`src/rtl/tl45_decode_queue_if.sv`:
```
`default_nettype none
// ============================================================================
// Module   : tl45_decode_queue_if
// Purpose  : Fetch-side, execute-side and error-capture signals of the
//            TL45 decode queue, bundled with master/slave views.
// Revision : 1.0
// ============================================================================
interface tl45_decode_queue_if;
    logic        i_flush;
    logic        i_valid;
    logic        o_ready;
    logic [31:0] i_pc;
    logic [31:0] i_inst;
    logic        o_valid;
    logic        i_ready;
    logic [31:0] o_pc;
    logic [4:0]  o_opcode;
    logic        o_ri;
    logic [3:0]  o_dr;
    logic [3:0]  o_sr1;
    logic [3:0]  o_sr2;
    logic [31:0] o_imm;
    logic        o_err;
    logic [31:0] o_err_pc;
    logic        i_err_clr;

    modport slave (
        input  i_flush, i_valid, i_pc, i_inst, i_ready, i_err_clr,
        output o_ready, o_valid, o_pc, o_opcode, o_ri, o_dr, o_sr1, o_sr2,
               o_imm, o_err, o_err_pc
    );

    modport master (
        output i_flush, i_valid, i_pc, i_inst, i_ready, i_err_clr,
        input  o_ready, o_valid, o_pc, o_opcode, o_ri, o_dr, o_sr1, o_sr2,
               o_imm, o_err, o_err_pc
    );
endinterface
`default_nettype wire

```
`src/rtl/tl45_decode_queue.sv`:
```
`default_nettype none
// ============================================================================
// Module   : tl45_decode_queue
// Purpose  : TL45 decode with valid/ready handshake, DEPTH-entry decoded
//            instruction queue and illegal-instruction PC capture.
// Revision : 1.0
// ============================================================================
module tl45_decode_queue #(
    parameter int         DEPTH      = 2,
    parameter logic [3:0] SP_REG     = 4'hF,
    parameter bit         ERR_STICKY = 1'b1
) (
    input  wire logic           i_clk,
    input  wire logic           i_reset_n,
    tl45_decode_queue_if.slave  dq
);
    localparam int                 c_PTR_W = $clog2(DEPTH);
    localparam int                 c_CNT_W = c_PTR_W + 1;
    localparam logic [c_CNT_W-1:0] c_DEPTH = c_CNT_W'(DEPTH);

    typedef struct packed {
        logic [31:0] pc;
        logic [4:0]  opcode;
        logic        ri;
        logic [3:0]  dr;
        logic [3:0]  sr1;
        logic [3:0]  sr2;
        logic [31:0] imm;
    } entry_t;

    logic [4:0]  w_opcode;
    logic        w_ri, w_lh, w_zs;
    logic [2:0]  w_mode;
    logic [3:0]  w_dr, w_sr1, w_sr2_fld;
    logic [15:0] w_imm16;
    logic [11:0] w_low_imm;
    logic [31:0] w_imm;
    logic        w_legal;
    logic [3:0]  w_dr_q, w_sr2_q;
    entry_t      w_entry;

    assign w_opcode  = dq.i_inst[31:27];
    assign w_ri      = dq.i_inst[26];
    assign w_lh      = dq.i_inst[25];
    assign w_zs      = dq.i_inst[24];
    assign w_dr      = dq.i_inst[23:20];
    assign w_sr1     = dq.i_inst[19:16];
    assign w_imm16   = dq.i_inst[15:0];
    assign w_sr2_fld = dq.i_inst[15:12];
    assign w_low_imm = dq.i_inst[11:0];
    assign w_mode    = {w_ri, w_lh, w_zs};

    always_comb begin
        if (w_lh)
            w_imm = {w_imm16, 16'h0000};
        else if (w_zs)
            w_imm = {{16{w_imm16[15]}}, w_imm16};
        else
            w_imm = {16'h0000, w_imm16};
    end

    always_comb begin
        w_legal = 1'b0;
        case (w_opcode)
            5'h00:                      w_legal = (dq.i_inst == 32'h0);
            5'h01, 5'h02, 5'h06,
            5'h07, 5'h08:               w_legal = w_ri || (w_mode == 3'b000 && w_low_imm == 12'h0);
            5'h09:                      w_legal = (w_mode == 3'b000) && (w_low_imm == 12'h0);
            5'h0C, 5'h0D:               w_legal = (w_mode == 3'b101);
            5'h0E:                      w_legal = (w_mode == 3'b000) && (w_dr == SP_REG) &&
                                                  (w_sr1 == 4'h0) && (w_imm16 == 16'h0);
            5'h10:                      w_legal = (w_mode == 3'b000) && (w_sr1 == 4'h0);
            5'h11:                      w_legal = (w_mode == 3'b000) && (w_dr == 4'h0);
            5'h14, 5'h15:               w_legal = (w_mode == 3'b001);
            default:                    w_legal = 1'b0;
        endcase
    end

    // SW stores dr as its data source, so it moves to sr2 and dr is zeroed.
    always_comb begin
        w_dr_q = (w_opcode == 5'h15) ? 4'h0 : w_dr;
        if (w_opcode == 5'h0D || w_opcode == 5'h0E)
            w_sr2_q = SP_REG;
        else if (w_opcode == 5'h15)
            w_sr2_q = w_dr;
        else if (w_ri)
            w_sr2_q = 4'h0;
        else
            w_sr2_q = w_sr2_fld;
    end

    assign w_entry = '{pc: dq.i_pc, opcode: w_opcode, ri: w_ri, dr: w_dr_q,
                       sr1: w_sr1, sr2: w_sr2_q, imm: w_imm};

    entry_t             r_mem [DEPTH];
    logic [c_PTR_W-1:0] r_rd_ptr, r_wr_ptr;
    logic [c_CNT_W-1:0] r_count, w_count_nxt;
    logic               r_ready;
    logic               r_err;
    logic [31:0]        r_err_pc;
    logic               w_valid, w_accept, w_push, w_pop, w_ill;

    assign w_valid  = (r_count != '0);
    assign w_accept = dq.i_valid && r_ready && !dq.i_flush;
    assign w_push   = w_accept && w_legal;
    assign w_ill    = w_accept && !w_legal;
    assign w_pop    = w_valid && dq.i_ready && !dq.i_flush;

    always_comb begin
        w_count_nxt = r_count;
        if (dq.i_flush)
            w_count_nxt = '0;
        else if (w_push && !w_pop)
            w_count_nxt = r_count + 1'b1;
        else if (w_pop && !w_push)
            w_count_nxt = r_count - 1'b1;
    end

    always_ff @(posedge i_clk) begin
        if (w_push)
            r_mem[r_wr_ptr] <= w_entry;
    end

    // Ready is precomputed from the next count so it never depends on i_ready.
    always_ff @(posedge i_clk or negedge i_reset_n) begin
        if (!i_reset_n) begin
            r_rd_ptr <= '0;
            r_wr_ptr <= '0;
            r_count  <= '0;
            r_ready  <= 1'b0;
        end else begin
            r_count <= w_count_nxt;
            r_ready <= (w_count_nxt < c_DEPTH);
            if (dq.i_flush) begin
                r_rd_ptr <= '0;
                r_wr_ptr <= '0;
            end else begin
                if (w_push) r_wr_ptr <= r_wr_ptr + 1'b1;
                if (w_pop)  r_rd_ptr <= r_rd_ptr + 1'b1;
            end
        end
    end

    always_ff @(posedge i_clk or negedge i_reset_n) begin
        if (!i_reset_n) begin
            r_err    <= 1'b0;
            r_err_pc <= 32'h0;
        end else if (w_ill) begin
            r_err <= 1'b1;
            if (!r_err || dq.i_err_clr)
                r_err_pc <= dq.i_pc;
        end else begin
            if (dq.i_err_clr || !ERR_STICKY)
                r_err <= 1'b0;
            if (dq.i_err_clr)
                r_err_pc <= 32'h0;
        end
    end

    entry_t w_head;
    assign w_head = w_valid ? r_mem[r_rd_ptr] : '0;

    assign dq.o_ready  = r_ready;
    assign dq.o_valid  = w_valid;
    assign dq.o_pc     = w_head.pc;
    assign dq.o_opcode = w_head.opcode;
    assign dq.o_ri     = w_head.ri;
    assign dq.o_dr     = w_head.dr;
    assign dq.o_sr1    = w_head.sr1;
    assign dq.o_sr2    = w_head.sr2;
    assign dq.o_imm    = w_head.imm;
    assign dq.o_err    = r_err;
    assign dq.o_err_pc = r_err_pc;

endmodule
`default_nettype wire

```
`src/flat_wrapper.sv`:
```
// flat-port wrapper written by rule: the top's interface ports become plain ports
module tl45_decode_queue_flat 
#(
    parameter int         DEPTH      = 2,
    parameter logic [3:0] SP_REG     = 4'hF,
    parameter bit         ERR_STICKY = 1'b1
)
  (i_clk, i_reset_n, dq_i_flush, dq_i_valid, dq_i_pc, dq_i_inst, dq_i_ready, dq_i_err_clr, dq_o_ready, dq_o_valid, dq_o_pc, dq_o_opcode, dq_o_ri, dq_o_dr, dq_o_sr1, dq_o_sr2, dq_o_imm, dq_o_err, dq_o_err_pc);
  tl45_decode_queue_if dq_i ();
  input  wire logic i_clk;
  input  wire logic i_reset_n;
  input wire logic [$bits(dq_i.i_flush)-1:0] dq_i_flush;
  input wire logic [$bits(dq_i.i_valid)-1:0] dq_i_valid;
  input wire logic [$bits(dq_i.i_pc)-1:0] dq_i_pc;
  input wire logic [$bits(dq_i.i_inst)-1:0] dq_i_inst;
  input wire logic [$bits(dq_i.i_ready)-1:0] dq_i_ready;
  input wire logic [$bits(dq_i.i_err_clr)-1:0] dq_i_err_clr;
  output wire logic [$bits(dq_i.o_ready)-1:0] dq_o_ready;
  output wire logic [$bits(dq_i.o_valid)-1:0] dq_o_valid;
  output wire logic [$bits(dq_i.o_pc)-1:0] dq_o_pc;
  output wire logic [$bits(dq_i.o_opcode)-1:0] dq_o_opcode;
  output wire logic [$bits(dq_i.o_ri)-1:0] dq_o_ri;
  output wire logic [$bits(dq_i.o_dr)-1:0] dq_o_dr;
  output wire logic [$bits(dq_i.o_sr1)-1:0] dq_o_sr1;
  output wire logic [$bits(dq_i.o_sr2)-1:0] dq_o_sr2;
  output wire logic [$bits(dq_i.o_imm)-1:0] dq_o_imm;
  output wire logic [$bits(dq_i.o_err)-1:0] dq_o_err;
  output wire logic [$bits(dq_i.o_err_pc)-1:0] dq_o_err_pc;
  assign dq_i.i_flush = dq_i_flush;
  assign dq_i.i_valid = dq_i_valid;
  assign dq_i.i_pc = dq_i_pc;
  assign dq_i.i_inst = dq_i_inst;
  assign dq_i.i_ready = dq_i_ready;
  assign dq_i.i_err_clr = dq_i_err_clr;
  assign dq_o_ready = dq_i.o_ready;
  assign dq_o_valid = dq_i.o_valid;
  assign dq_o_pc = dq_i.o_pc;
  assign dq_o_opcode = dq_i.o_opcode;
  assign dq_o_ri = dq_i.o_ri;
  assign dq_o_dr = dq_i.o_dr;
  assign dq_o_sr1 = dq_i.o_sr1;
  assign dq_o_sr2 = dq_i.o_sr2;
  assign dq_o_imm = dq_i.o_imm;
  assign dq_o_err = dq_i.o_err;
  assign dq_o_err_pc = dq_i.o_err_pc;
  tl45_decode_queue #(.DEPTH(DEPTH), .SP_REG(SP_REG), .ERR_STICKY(ERR_STICKY)) u_core (.i_clk(i_clk), .i_reset_n(i_reset_n), .dq(dq_i));
endmodule
```
`config.mk`:
```
export PLATFORM = sky130hd
export DESIGN_NAME = tl45_decode_queue_flat
export DESIGN_NICKNAME = d
export VERILOG_FILES = /design/src/rtl/tl45_decode_queue_if.sv /design/src/rtl/tl45_decode_queue.sv /design/src/flat_wrapper.sv
export SDC_FILE = /design/constraint.sdc
export NUM_CORES = 1
export LEC_CHECK = 0
export ABC_CLOCK_PERIOD_IN_PS = 7200
export BUFFER_PORTS_ARGS = -buffer_cell sky130_fd_sc_hd__buf_2
export CELL_PAD_IN_SITES_DETAIL_PLACEMENT = 1
export CELL_PAD_IN_SITES_GLOBAL_PLACEMENT = 2
export CORE_ASPECT_RATIO = 0.8
export CORE_MARGIN = 2
export CORE_UTILIZATION = 41
export CTS_BUF_LIST = sky130_fd_sc_hd__clkbuf_8
export CTS_CLUSTER_DIAMETER = 40
export DETAILED_ROUTE_END_ITERATION = 10
export HOLD_SLACK_MARGIN = 0.02
export PLACE_DENSITY = 0.95
export REMOVE_ABC_BUFFERS = 1
export SYNTH_ARGS = -nofsm -noshare
export SYNTH_HDL_FRONTEND = slang
export SYNTH_SLANG_ARGS = --single-unit
export TNS_END_PERCENT = 10
```
`constraint.sdc`:
```
create_clock -name i_clk -period 7.2 [get_ports i_clk]
set_input_delay 0.72 -clock i_clk [delete_from_list [all_inputs] [get_ports i_clk]]
set_output_delay 0.72 -clock i_clk [all_outputs]
set_load 0.02 [all_outputs]
```
# ---- After elaboration in Yosys (flattened, before gate mapping)
# Memories as Yosys holds them, arrays and structs flattened.
# Index checks and enable logic that the tools add are counted.
dict set report word_totals {
  ramBits 164
  in_bits 70
  mem_count 1
  elab_cells 88
  ff_bits 38
}
# name words width rd rd_ports_with_merged_regs write_ports line
set mem_list {}
lappend mem_list {u_core.r_mem 2 82 1 0 1 tl45_decode_queue.sv:95} ;# entry_t r_mem [DEPTH];
dict set report classes {
  addsub 4
  n_reduce_logical 37
  n_eq_ne 17
  magnitude_cmp 1
  mux 22
}
# op count
set ops {}
lappend ops {{32-bit two-way mux} 5}
lappend ops {{82-bit two-way mux} 1}
lappend ops {{32-bit logical NOT} 1}
lappend ops {{5-bit by 4-bit equality test with 1-bit output (second input constant)} 5}
lappend ops {{5-bit equality test (second input constant)} 4}
lappend ops {{16-bit logical NOT} 1}
lappend ops {{4-bit two-way mux} 4}
lappend ops {{1-bit logical AND} 14}
lappend ops {{12-bit logical NOT} 1}
lappend ops {{5-bit by 3-bit equality test with 1-bit output (second input constant)} 2}
lappend ops {{4-bit logical NOT} 2}
lappend ops {{1-bit two-way mux} 8}
lappend ops {{1-bit case mux with 8 select lines} 1}
lappend ops {{2-bit nonzero test} 4}
lappend ops {{2-bit two-way mux} 3}
lappend ops {{5-bit by 1-bit equality test with 1-bit output (second input constant)} 1}
lappend ops {{5-bit by 2-bit equality test with 1-bit output (second input constant)} 1}
lappend ops {{1-bit logical NOT} 5}
lappend ops {{5-bit logical NOT} 1}
lappend ops {{5-bit OR reduction} 1}
lappend ops {{4-bit equality test (second input constant)} 1}
lappend ops {{2-bit OR reduction} 2}
lappend ops {{3-bit by 1-bit equality test with 1-bit output (second input constant)} 1}
lappend ops {{3-bit equality test (second input constant)} 1}
lappend ops {{8 further kinds} 11}

# ---- Longest topological paths before layout
# Gate-level depths: netlist (run 1).
dict set report depth {
  word_depth 12
  mapped_depth 9
  mapped_depth_nobuf 6
}

# ---- Worst setup path before layout (run 1)
# Ideal clock, no wire load.
dict set report synth_path {
  kind {input-to-reg}
  from {input port dq_i_inst[20]}
  to {memory u_core.r_mem[0][0] (netlist name), enable pin}
  path_slack_ns 0.865
  arrival_time_ns 5.802
  path_stages 6
  setup_time_ns 0.533
  path_cell_list {or4_4 -> nor4_2 -> o2111ai_1 -> a211o_1 -> a21oi_2 -> nor2b_1}
}
dict set report synth_via {
  elab_chain_cells 8
}
# element line
set synth_rtl {}
lappend synth_rtl {{start, declared} flat_wrapper.sv:15} ;# input wire logic [$bits(dq_i.i_inst)-1:0] dq_i_inst;
lappend synth_rtl {{4-bit equality test} tl45_decode_queue.sv:70} ;# 5'h0E: w_legal = (w_mode == 3'b000) && (w_dr == SP_REG) &&
lappend synth_rtl {{1-bit logical AND (2 in series)} tl45_decode_queue.sv:70}
lappend synth_rtl {{1-bit logical AND} tl45_decode_queue.sv:71} ;# (w_sr1 == 4'h0) && (w_imm16 == 16'h0);
lappend synth_rtl {{1-bit case mux with 8 select lines (*)} tl45_decode_queue.sv:64} ;# case (w_opcode)
lappend synth_rtl {{1-bit logical AND (*)} tl45_decode_queue.sv:105} ;# assign w_push = w_accept && w_legal;
lappend synth_rtl {{1-bit two-way mux (*)} tl45_decode_queue.sv:120} ;# if (w_push)
lappend synth_rtl {{1-bit two-way mux (not written as such) (*)} tl45_decode_queue.sv:121} ;# r_mem[r_wr_ptr] <= w_entry;
lappend synth_rtl {{end, declared} tl45_decode_queue.sv:95}
# Every way passes the cells marked *; elsewhere a longest branch is shown, timed or not.

# ---- Worst setup path after layout (run 1)
dict set report layout_path {
  from {input port dq_i_inst[25]}
  to {memory u_core.r_mem[0][28] (netlist name), enable pin}
}
dict set report layout_via {
  elab_chain_cells 8
}
# element line
set layout_rtl {}
lappend layout_rtl {{3-bit logical NOT} -}
lappend layout_rtl {{1-bit logical AND (2 in series)} tl45_decode_queue.sv:70}
lappend layout_rtl {{1-bit logical AND} tl45_decode_queue.sv:71}
lappend layout_rtl {{1-bit case mux with 8 select lines (*)} tl45_decode_queue.sv:64}
lappend layout_rtl {{1-bit logical AND (*)} tl45_decode_queue.sv:105}
lappend layout_rtl {{1-bit two-way mux (*)} tl45_decode_queue.sv:120}
lappend layout_rtl {{1-bit two-way mux (not written as such) (*)} tl45_decode_queue.sv:121}
# Marks and branches as above.

==> impl_results.md, run 1 <==
* # resized after CTS at 0
* Max FO, Critical Path at 53
* Hold-fix buffers, CTS at 0
* Top area cells in the synthesized netlist: edfxtp_1, dfrtp_1, mux2i_1
* Tot Pwr at 3.32 mW
* Worst EP arrival at approximately 4 ns
* Die footprint at around 21000 sq um
* Met1 WL at between 8 and 9 mm
* R2R cell count at 4
* DR pass1 iterations at 4
* Number of buffers created by CTS at 36
* Top post-synthesis cells by count: edfxtp_1, nor2_1, mux2i_1
* Clock Path Buffers at 3
* Clock-pin slew on the worst setup and hold paths at 0.06 ns
* Max frequency at 257 MHz
* Setup tns final at 0 ns
* Drt via density at 5.04
* Yosys reg bits at 202
* Final WL at 19.8 mm
* Global-route wire length before repair at 30.3 mm
* # Post-CTS Setup Buffers at 0
* Most common cell in the synthesized netlist: edfxtp_1
* Largest net degree at the start of global routing at between 80 and 90
* Post-synthesis sequential area ratio at 71.8%
* Vias in the first global route at between 5000 and 6000
* Post-route clock period utilization at between 50% and 60%
* Num rows at 46
* Detailed Place HPWL at 13.0 mm
* VDD IR max at 0.000175 V
* Syn Inst Count at 565
* Antenna violations before repair at 1
* Place WS at 2.75 ns
* Avg Cell Area, Syn at 14.5 sq um
* Outcome: finished, final reports clean
* Nets@finish at 828
* Ys async rst share at a little under a fifth
* Root Driver: clkbuf_8
* Yosys top cell area share at 60.2%
* Core Footprint at ~20000 sq um
* Final hold viol count at 0
* Slew @ Worst Pin at between 1 and 1.5 ns
* TritonCTS clock tree: yes
* Hold Path Class: in2async
* Max cap viols at 0
* Layout cell share with drive strength beyond 1 at between 30% and 40%
* Req. time, crit path at 7.35 ns
* Crit path launch type: primary input
* Leading area contributor after synthesis: edfxtp_1
* Worst setup margin at about 3.3 ns
* Leak Pwr at 4.04 nW
* Synth unique cells at 38
* H-tree depth at 2
* DRT iter0 DRCs at 331
* FF-to-FF setup slack at about 4.4 ns
* # IOs at 187
* Vias at 5293
* Final setup viols at 0
* Tmin final at 3.89 ns
* Metal2 WL at ~10 mm
* Sink Count at 202
* Final slew viol count at 0
* Setup crit end kind: register
* Crit path kind: in2reg
* Yosys warnings at 0
* Top Layer Used: met4
* Die H at 130 microns
* Final Cell Area at 10000 sq um
* Initial Util at 41.6%
* Reg-to-reg startpoint: u_core.dq.o_ready
* WL/cell at 18.9 microns
* Worst r2r dst: u_core.r_mem[0][28]
* Final ANT Viol Nets at 0
* Number of synthesized flops with an enable pin at 164
* Post-Syn Area at slightly above 8000 sq um
* Worst hold margin at 0.344 ns
* Layout Skew at about 0.036 ns
* Relative slew slack at 22.6%
* Pwr Density at 332 nW/um^2
* Buffers added on ports at approximately 190
* Unrepaired setup endpoints after global routing: no
* Placement Cell Area at 9340 sq um
* Gr usage total at a little under a fifth
* GRT overflow at 0
* Syn-to-layout area delta at 22.2%
* Routed wl met3 at about 1.3 mm
* Die width at between 150 and 200 microns
* Main flop type after synthesis: edfxtp_1
* Final GP Congestion at ~0.74
* DRC violations left at 0
* Worst-skew pair later-pin latency at 0.52 ns
## kinds of logic (layout without fill, tap and decap cells)
kind of cell / after synthesis / in the layout / share of synthesized area, %
muxes: 86 / 86 / 10.5
DFF: 202 / 202 / 71.8
buffers and inverters: 44 / 264 / 2.43
other: 0 / 1 / 0
AOI/OAI and AO/OA: 52 / 52 / 5.09
adders and majority gates: 1 / 1 / 0.153
xor gates and xnor gates: 4 / 4 / 0.428
and+or+nand+nor: 176 / 176 / 9.60
## through the flow
stage                     util (%)  cells
final                         50.8   1050
after global routing          50.8   1049
after CTS                     50.8   1049
after detailed placement      47.5    983
after global placement        47.5    983
after floorplan                  -    530
## how the worst max path moves through the flow
stage          slack, ns             endpoint          start
2_1_floorplan       0.87   u_core.r_mem[0][0]  dq_i_inst[20]
3_3_place_gp        2.91  u_core.r_mem[0][54]  dq_i_inst[20]
3_5_place_dp        2.75  u_core.r_mem[0][47]  dq_i_inst[25]
4_1_cts             3.29  u_core.r_mem[0][58]  dq_i_inst[25]
5_1_grt             3.03  u_core.r_mem[0][29]  dq_i_inst[25]
6_report            3.31  u_core.r_mem[0][28]  dq_i_inst[25]
## cell usage in the layout, fill, tap and decap left out, drive strengths merged, types with 2 or more instances in the layout
master    count
buf         189
edfxtp      164
nor2         97
mux2i        85
dfrtp        38
clkbuf       37
nand2        36
a22o         32
inv          20
nor2b        15
clkinv       14
o21ai         9
nor4          5
and2          5
nand4         3
nor3          3
nand2b        3
clkinvlp      3
a21oi         3
xor2          2
nand3         2
a211oi        2
o2111ai       2
nand3b        2
xnor2         2
or4           2
## per-layer routing
| layer | GRT usage (%) | vias up |
|---|---|---|
| met5 | 0 | - |
| met4 | 6.77 | 0 |
| met3 | 5.15 | 38 |
| met2 | 32.1 | 163 |
| met1 | 22.4 | 2633 |
| li1 | - | 2459 |
## sequential cells by signal (all words and copies together) (netlist names)
name                flops
u_core.dq.o_err         1
u_core.r_wr_ptr         1
u_core.dq.o_err_pc     32
u_core.r_rd_ptr         1
u_core.r_mem          164
u_core.r_count          2
u_core.dq.o_ready       1
## power breakdown
| part | internal, mW | switching [mW] | total [mW] |
|---|---|---|---|
| combinational | 0.334 | 0.636 | 0.971 |
| clock | 0.517 | 0.465 | 0.983 |
| sequential | 1.31 | 0.0562 | 1.36 |
## critical path: stages
cell,delay [ns]
buf_2,0.29
nor3_1,0.49
nand4_1,0.24
a211o_1,0.37
a21oi_2,0.34
nor2b_4,0.79
buf_4,0.72
## final cells by class
type / count / area, sq um
Timing Repair Buffer: 189 / 953
Antenna cell: 1 / 2.50
Clock inverter: 29 / 154
Sequential cell: 202 / 5880
Fill cell: 2043 / 9680
Inverter: 9 / 33.8
Multi-Input combinational cell: 319 / 2140
Tap cell: 264 / 330
Clock buffer: 37 / 509
(Power assumes the default switching activity.)
==> run 2, diff against run 1 <==
--- a/config.mk
+++ b/config.mk
@@ -5,18 +5,19 @@
 export SDC_FILE = /design/constraint.sdc
 export NUM_CORES = 1
 export LEC_CHECK = 0
-export ABC_CLOCK_PERIOD_IN_PS = 7200
+export ABC_AREA = 1
+export ABC_CLOCK_PERIOD_IN_PS = 3900
 export BUFFER_PORTS_ARGS = -buffer_cell sky130_fd_sc_hd__buf_2
 export CELL_PAD_IN_SITES_DETAIL_PLACEMENT = 1
 export CELL_PAD_IN_SITES_GLOBAL_PLACEMENT = 2
 export CORE_ASPECT_RATIO = 0.8
 export CORE_MARGIN = 2
-export CORE_UTILIZATION = 41
+export CORE_UTILIZATION = 35
 export CTS_BUF_LIST = sky130_fd_sc_hd__clkbuf_8
 export CTS_CLUSTER_DIAMETER = 40
 export DETAILED_ROUTE_END_ITERATION = 10
 export HOLD_SLACK_MARGIN = 0.02
-export PLACE_DENSITY = 0.95
+export PLACE_DENSITY = 0.91
 export REMOVE_ABC_BUFFERS = 1
 export SYNTH_ARGS = -nofsm -noshare
 export SYNTH_HDL_FRONTEND = slang
==> constraint.sdc (replaced) <==
create_clock -name i_clk -period 3.9 [get_ports i_clk]
set_input_delay 0.39 -clock i_clk [delete_from_list [all_inputs] [get_ports i_clk]]
set_output_delay 0.39 -clock i_clk [all_outputs]
set_load 0.02 [all_outputs]
==> run 2 against run 1 <==
  * Die area up 19%
  * Synthesized cell count increased by 38%
  * First-iteration DRC count is 24% higher
==> impl_results.md, run 2 <==
* Synth Area in Simple Gates at 18.3%
* FF-to-FF setup slack at between 1.5 and 2 ns
* Sink Count at 202
* Adder-cell share of the synthesized area at less than 1%
* Root Driver: clkbuf_8
* Placement Cell Area at 9560 sq um
* R2R cell count at 6
* Tot Pwr at 5.09 mW
* Worst EP arrival at 2.52 ns
* Post-route clock period utilization at between 70% and 80%
* Top post-synthesis cells by count: nor2_1, edfxtp_1, nand2_1
* Worst-skew pair later-pin latency at 0.50 ns
* Num rows at 50
* Max reg flops at 164
* Crit path launch type: register
* Antenna diode count at 0
* Leak Pwr at 4.64 nW
* Final GP Congestion at ~0.77
* Buffers added on ports at 186
* Avg Cell Area, Syn at 10.7 sq um
* Core Util, Final at 44.1%
* Vias at 6302
* Reg with most FFs: u_core.r_mem
* Number of synthesized flops with an enable pin at between 150 and 200
* Final hold viol count at 0
* Fin cells at 1313
* Pwr Density at 493 nW/um^2
* Syn-to-layout area delta at 24.0%
* Largest net degree at the start of global routing at 83
* Final Cell Area at 10300 sq um
* Worst hold margin at 0.0304 ns
* Req. time, crit path at 3.51 ns
* # Post-CTS Setup Buffers at 0
* CP max stage delay at between 0.4 and 0.5 ns
* Post-placement cell count at 1248
* Core Footprint at 23400 sq um
* Yosys warnings at 0
* Setup crit end kind: output pin
* Max frequency at around 340 MHz
* # resized after CTS at 0
* Main flop type after synthesis: edfxtp_1
* Die footprint at between 20000 and 30000 sq um
* Most common cell in the synthesized netlist: nor2_1
* WL/cell at about 17 microns
* Syn Inst Count at 780
* Final ANT Viol Nets at 0
* Setup tns final at 0 ns
* Relative slew slack at 37.2%
* Drt via density at around 4.8
* Outcome: finished, final reports clean
* Layout Skew at 0.0115 ns
* Global-route wire length before repair at 35.7 mm
* Vias in the first global route at 6535
* Synth unique cells at 22
* Top area cells in the synthesized netlist: edfxtp_1, dfrtp_1, nor2_1
* Leading area contributor after synthesis: edfxtp_1
* DRT iter0 DRCs at 411
* Crit-path cells: inv_1 -> ha_1 -> inv_2 -> buf_4 -> o21ai_0 -> nor2_1 -> buf_2
* Layout cell share with drive strength beyond 1 at a little over a quarter
* Final setup viols at 0
* Clock Path Buffers at 3
* Detailed Place HPWL at 14.9 mm
* Gr usage total at 18.3%
* Number of buffers created by CTS at 37
* Post-synthesis sequential area ratio at 70.6%
* Fillers at 2689
* Synth Area in XOR/XNOR at 0%
* Initial Util at between 30% and 40%
* Hold Path Class: in2async
* Clock-pin slew on the worst setup and hold paths at approximately 0.060 ns
* Slew @ Worst Pin at around 0.94 ns
* Yosys reg bits at between 200 and 250
* CP max stage cell: inv_2
* Max cap viols at 0
* Main combinational cell family by area after synthesis: simple AND/OR/NAND/NOR gates
* Synth Area in Compound Gates at under 10%
* H-tree depth at 2
* Place WS at 0.892 ns
* Final slew viol count at 0
* Worst setup margin at 0.995 ns
* Most frequent cells in the layout: nor2_1, buf_2, edfxtp_1
* Antenna violations before repair at 0
* Crit path kind: reg2out
* TritonCTS clock tree: yes
* Unrepaired setup endpoints after global routing: no
* Die width at 176 microns
* Commonest non-fill, non-tap cell in the layout: nor2_1
* DRC violations left at 0
* Tmin final at around 2.9 ns
* Die H at between 100 and 150 microns
* Ys async rst share at between 10% and 20%
* Post-Syn Area at 8330 sq um
* # IOs at about 190
* Multiplexer share of the synthesized area at 0%
* VDD IR max at 0.000191 V
* Final WL at 23.0 mm
* GRT overflow at 0
* Max FO, Critical Path at 37
* Nets@finish at ~1000
* Yosys top cell area share at 59.1%
* DR pass1 iterations at 5
* Hold-fix buffers, CTS at 0
[run 2: metal layers]
| layer | vias to the layer above | track usage, % | share of wire [%] |
|---|---|---|---|
| met5 | - | 0 | 0 |
| met4 | 0 | 4.00 | 0.99 |
| met3 | 27 | 3.69 | 5.5 |
| met2 | 166 | 29.2 | 46 |
| met1 | 3092 | 26.2 | 48 |
| li1 | 3017 | - | - |
[run 2: critical path: cells and delay by family (launching register included)]
family	cells	cell delay, ns
AO/OA/AOI/OAI	1	0.13
adder cells (fa/ha/maj)	1	0.20
buffers and inverters	4	1.14
flip-flops	1	0.32
AND/OR/NAND/NOR	1	0.21
[run 2: power by group]
part	total, mW	switching, mW	internal (mW)
Sequential	2.42	0.0270	2.39
Combinational	0.600	0.436	0.164
Clock	2.07	0.866	1.21
[run 2: final timing paths]
check | start | end
max in group asynchronous | i_reset_n | u_core.r_rd_ptr
min reg2reg | u_core.dq.o_err_pc[26] | u_core.dq.o_err_pc[26]
min | i_reset_n | u_core.dq.o_err_pc[3]
min in group i_clk | dq_i_pc[10] | u_core.r_mem[1][60]
max | u_core.r_count[0] | dq_o_pc[30]
max reg2reg | u_core.dq.o_ready | u_core.r_mem[1][7]
[run 2: layout make-up]
class                      count  area [sq um]  area share [%]
clock buffer                  43           592            5.73
clock inverter                22           180            1.74
inverter                      46           176            1.71
multi-input combinational    492          2110            20.4
sequential                   202          5880            56.9
tap                          312           390            3.78
timing repair buffer         196          1010            9.74
[run 2: kinds of logic (layout without fill, tap and decap cells)]
group	count (synthesis)	in the layout
AND/OR/NAND/NOR	383	383
flip-flops	202	202
AO/OA/AOI/OAI	108	108
adder cells (fa/ha/maj)	1	1
buffers and inverters	86	307
